===== src/rtl/grp_sampler.sv =====
// Divided-rate probe sampler: captures enabled channel groups, packs them toward the LSB, and strobes each word.
// Optional `GRP_SAMPLER_SYNC_EN adds a two-flop input synchroniser (two extra cycles of data latency).
module grp_sampler #(
  parameter int WIDTH = 32,
  parameter int GRP_W = 8,
  parameter int DIV_W = 24,
  localparam int NGRP = WIDTH / GRP_W
) (
  input  logic             clk_i,
  input  logic             rst_i,
  input  logic             en_i,
  input  logic [DIV_W-1:0] fdiv_i,
  input  logic             set_div_i,
  input  logic [NGRP-1:0]  grp_en_i,
  input  logic [WIDTH-1:0] data_i,
  output logic [WIDTH-1:0] smpls_o,
  output logic             stb_o
);

  logic [DIV_W-1:0] div_q, div_d;
  logic [DIV_W-1:0] cnt_q, cnt_d;
  logic [WIDTH-1:0] smpls_q, smpls_d;
  logic             stb_q, stb_d;
  logic [WIDTH-1:0] cap_data;
  logic [WIDTH-1:0] packed_w;

`ifdef GRP_SAMPLER_SYNC_EN
  logic [WIDTH-1:0] sync1_q, sync2_q;

  always_ff @(posedge clk_i) begin
    if (rst_i) begin
      sync1_q <= '0;
      sync2_q <= '0;
    end else begin
      sync1_q <= data_i;
      sync2_q <= sync1_q;
    end
  end

  assign cap_data = sync2_q;
`else
  assign cap_data = data_i;
`endif

  // Enabled groups fill consecutive slots from bit 0; unused upper slots stay zero.
  always_comb begin
    int slot;
    packed_w = '0;
    slot     = 0;
    for (int g = 0; g < NGRP; g++) begin
      if (grp_en_i[g]) begin
        packed_w[slot*GRP_W +: GRP_W] = cap_data[g*GRP_W +: GRP_W];
        slot++;
      end
    end
  end

  always_comb begin
    div_d   = div_q;
    cnt_d   = cnt_q;
    smpls_d = smpls_q;
    stb_d   = 1'b0;
    if (set_div_i) begin
      div_d = fdiv_i;
      cnt_d = '0;
    end else if (!en_i) begin
      cnt_d = '0;
    end else if (cnt_q == div_q) begin
      // Period restarts even when no group is enabled; only the word/strobe are suppressed.
      cnt_d = '0;
      if (|grp_en_i) begin
        smpls_d = packed_w;
        stb_d   = 1'b1;
      end
    end else begin
      cnt_d = cnt_q + DIV_W'(1);
    end
  end

  always_ff @(posedge clk_i) begin
    if (rst_i) begin
      div_q   <= '0;
      cnt_q   <= '0;
      smpls_q <= '0;
      stb_q   <= 1'b0;
    end else begin
      div_q   <= div_d;
      cnt_q   <= cnt_d;
      smpls_q <= smpls_d;
      stb_q   <= stb_d;
    end
  end

  assign smpls_o = smpls_q;
  assign stb_o   = stb_q;

endmodule

===== config.mk =====
export PLATFORM = sky130hd
export DESIGN_NAME = grp_sampler
export DESIGN_NICKNAME = d
export VERILOG_FILES = /design/src/rtl/grp_sampler.sv
export SDC_FILE = /design/constraint.sdc
export NUM_CORES = 1
export LEC_CHECK = 0
export ABC_AREA = 1
export CAP_MARGIN = 20
export CORE_ASPECT_RATIO = 0.9
export CORE_MARGIN = 2
export CORE_UTILIZATION = 47
export DETAILED_ROUTE_END_ITERATION = 16
export PLACE_DENSITY = 0.77
export RECOVER_POWER = 50
export SYNTH_ARGS = -nofsm -noshare
export SYNTH_HDL_FRONTEND = slang
export SYNTH_SLANG_ARGS = --single-unit

===== constraint.sdc =====
create_clock -name clk_i -period 3.19 [get_ports clk_i]
set_clock_uncertainty 0.1 [all_clocks]
set_input_delay 0.7975 -clock clk_i [delete_from_list [all_inputs] [get_ports clk_i]]
set_output_delay 0.7975 -clock clk_i [all_outputs]
set_load 0.02 [all_outputs]

==> metrics.yaml <==
worst_hold_path:
  hold_path_end: "div_q[6]$_SDFFE_PP0P_"
  worst_hold_startpoint: "div_q[6]$_SDFFE_PP0P_"
  whs_path_depth: 2
  hold_class: "flip-flop to flip-flop"
synth:
  synth_cell_type_count: 36
  synth_top_area_share_pct: 33.0
  synth_common_cells: "nand2_1 (225), nor2_1 (140), inv_1 (101)"
  yosysMostFrequentCell: "nand2_1"
  synthArstFlopShare_pct: 0
  syn_avg_cell_area_um2: 6.15
  yosysWarnings: 0
  mappedNetlistArea_mm2: 0.00492
  ys_ff_latch: 81
  synth_nets: 872
  syn_inst: 800
  synth_top_area_cell: "dfxtp_1"
  netlist_top_cells_area: "dfxtp_1 (33%), nand2_1 (17%), nor2_1 (11%)"
  ys_seq_area_share_pct: 33.0
  synth_edf_count: 0
  synthFlopType: "dfxtp_1"
critical_path:
  crit_path_start_kind: "input port"
  cp-end-kind: "flip-flop"
  worstPathRequired_ns: 3.32
  worstPathMaxFanout: 7
  critical_path.reg2reg.startpoint: "cnt_q[13]$_SDFF_PP0_"
  crit_slowest_cell: "fa_1"
  worstPathCellList: "clkdlybuf4s50_1 -> inv_1 -> fa_1 -> ha_2 -> ha_4 -> nand3_1 -> inv_2 -> nand2_2 -> buf_4 -> a21oi_1 -> nand4_1 -> nand2_1 -> nor2_1"
  reg2regPathDepth: 9
  reg2reg_slack_ns: 1.00
  r2r-end: "smpls_o[28]$_SDFFE_PP0P_"
  arrival_ns: 3.24
  critPathMaxStageDelay_ns: 0.51
  crit_type: "input port to flip-flop"
timing:
  worst_pin_slew_ns: 0.746
  relSlewSlack_pct: 50.3
  maxSlewViolCount: 0
  finalSetupViolations: 0
  finalCritPeriodShare_pct: 97.3
  fmax_ghz: 0.322
  period_needed_ns: 3.10
  grt_setup_unrepaired: "yes"
  hold_violations: 0
power:
  ir_drop_mv: 0.297
  switching_power_uw: 652
  internal_power_uw: 1920
  clkPwrFrac_pct: 43.1
  powerDensity_mw_per_mm2: 399
  seq_power_share_pct: 40.9
  power_frac_comb_pct: 16.0
  sw_frac_of_total_pct: 25.4
  p_leak_uw: 0.00292
flow_run:
  cap_violations: 0
clock_tree:
  cts_tree: "yes"
  cts.clk_slew.worst_paths_ns: 0.06
  clock_latency_ns: 0.34
  cts_sinks: 81
  clock_path_buffers: 2
  clockRootBuffer: "clkbuf_16"
  ctsHoldBuffers: 0
  numCtsBuffers: 9
  htreeDepth: 3
route:
  wl_per_cell_um: 13.2
  drt_iter0_drc: 581
  first_pass_iters: 6
  drc: 0
  ant_nets: 0
  vias: 5219
  avgViaCountPerCell: 5.05
  drt_wl_total_mm: 13.7
global_route:
  antenna_found_initial: 0
  grt_max_degree: 57
  grtUsageTotal_pct: 24.7
  grt-ovfl-total: 0
  grt_first_pass_wirelength_mm: 22.3
  grt_pass1_vias: 4573
layout:
  nets: 973
  antenna_cells: 0
  instances_no_fill: 1034
  drive_above_1_share_pct: 8.62
  post-route-util_pct: 63.1
  fillers: 947
  syn2layout_area_growth_pct: 31.0
floorplan:
  die_h_um: 101
  io_pins: 97
  coreArea_mm2: 0.0102
  row_count: 35
  die_w_um: 112
  start_util_pct: 48.2
  die_area_mm2: 0.0113
placed_design:
  place_inst: 1019
  gp_congestion: 0.944
  dp_hpwl_mm: 10.2
  numPortBuffers: 96
run_status:
  status: "finished clean"
[state kept, by name, summed over array words and instances (netlist names)]
signal	count
cnt_q	24
div_q	24
stb_o	1
smpls_o	32
[power groups by stage]
stage	logic (uW)	clock network [uW]	registers, uW
3_5_place_dp	390	0	1070
6_report	411	1110	1050
3_3_place_gp	388	0	1070
5_1_grt	457	1170	1050
2_1_floorplan	220	0	1070
4_1_cts	394	1120	1050
[timing repair]
action | 4_1_cts | 5_1_grt
setup endpoints to repair | 0 | 23
resized for setup | 0 | 15
setup buffers | 0 | 0
[worst max-delay path: cells and delay by family]
kind            cells  cell delay [ns]
fa+ha+maj           3             0.99
buf+inv             4             0.82
simple gates        5             0.45
compound gates      1             0.17
[kinds of logic (layout without fill, tap and decap cells)]
family	Yosys count	after routing	synth area share, %
xor+xnor	21	21	3.74
buf+inv	136	241	11.2
simple gates	453	453	39.4
flops	81	81	33.0
fa+ha+maj	8	8	2.19
compound gates	101	101	10.5
[worst max path at each step]
stage | startpoint | end | slack [ns] | cells after the start
after floorplan | grp_en_i[0] | smpls_o[16]$_SDFFE_PP0P_ | 0.06 | 14
after global placement | grp_en_i[0] | smpls_o[11]$_SDFFE_PP0P_ | -0.27 | 13
after detailed placement | grp_en_i[0] | smpls_o[11]$_SDFFE_PP0P_ | -0.33 | 13
after CTS | grp_en_i[0] | smpls_o[9]$_SDFFE_PP0P_ | 0.02 | 14
after global routing | grp_en_i[2] | smpls_o[17]$_SDFFE_PP0P_ | -0.001 | 14
final | grp_en_i[2] | smpls_o[9]$_SDFFE_PP0P_ | 0.09 | 13
[area by class of cell]
class	count	area (um2)	share of cell area [%]
repair buffers	119	1160	18.0
clock inverters	3	65.1	1.01
well taps	129	161	2.51
flip-flops and latches	81	1620	25.2
inverters	107	402	6.24
multi-input cells	583	2790	43.2
clock buffers	12	246	3.83
[routing by layer]
layer,global-route usage [%],up-vias,share of wire [%]
met3,5.47,21,9.1
li1,-,2687,-
met1,36.4,2301,49
met2,36.2,210,41
met5,0,-,0
met4,7.12,0,1.4
[cells in the final DEF, fill, tap and decap left out, types with 3 or more instances in the layout]
master           instances
a31oi_1                  3
a21oi_2                  4
dlygate4sd3_1           32
nand3_1                 17
o21ai_0                 46
a21oi_1                 43
nor2_4                   4
nand4_1                 28
ha_1                     5
dfxtp_1                 81
nor2_1                 138
nor3_1                   9
inv_1                  100
nor2_2                  16
clkbuf_16                9
nand2_1                224
clkdlybuf4s50_1         64
nand2_2                  4
buf_4                   19
xnor2_1                  7
inv_2                    7
xor2_1                  14
o21ai_1                  3
nor3b_1                  3
[metrics by stage]
stage	instance area, um2	power (uW)	hold WS [ns]	setup TNS (ns)	setup slack (ns)
finish	6440	2570	0.370	0	0.0864
global route	6440	2680	0.395	-0.00123	-0.00123
CTS	6400	2560	0.374	0	0.0161
detailed placement	6090	1460	0.365	-6.81	-0.331
global placement	6090	1460	0.358	-5.96	-0.272
floorplan	4920	1290	0.341	0	0.0636
Power figures use the tool's default switching activity.
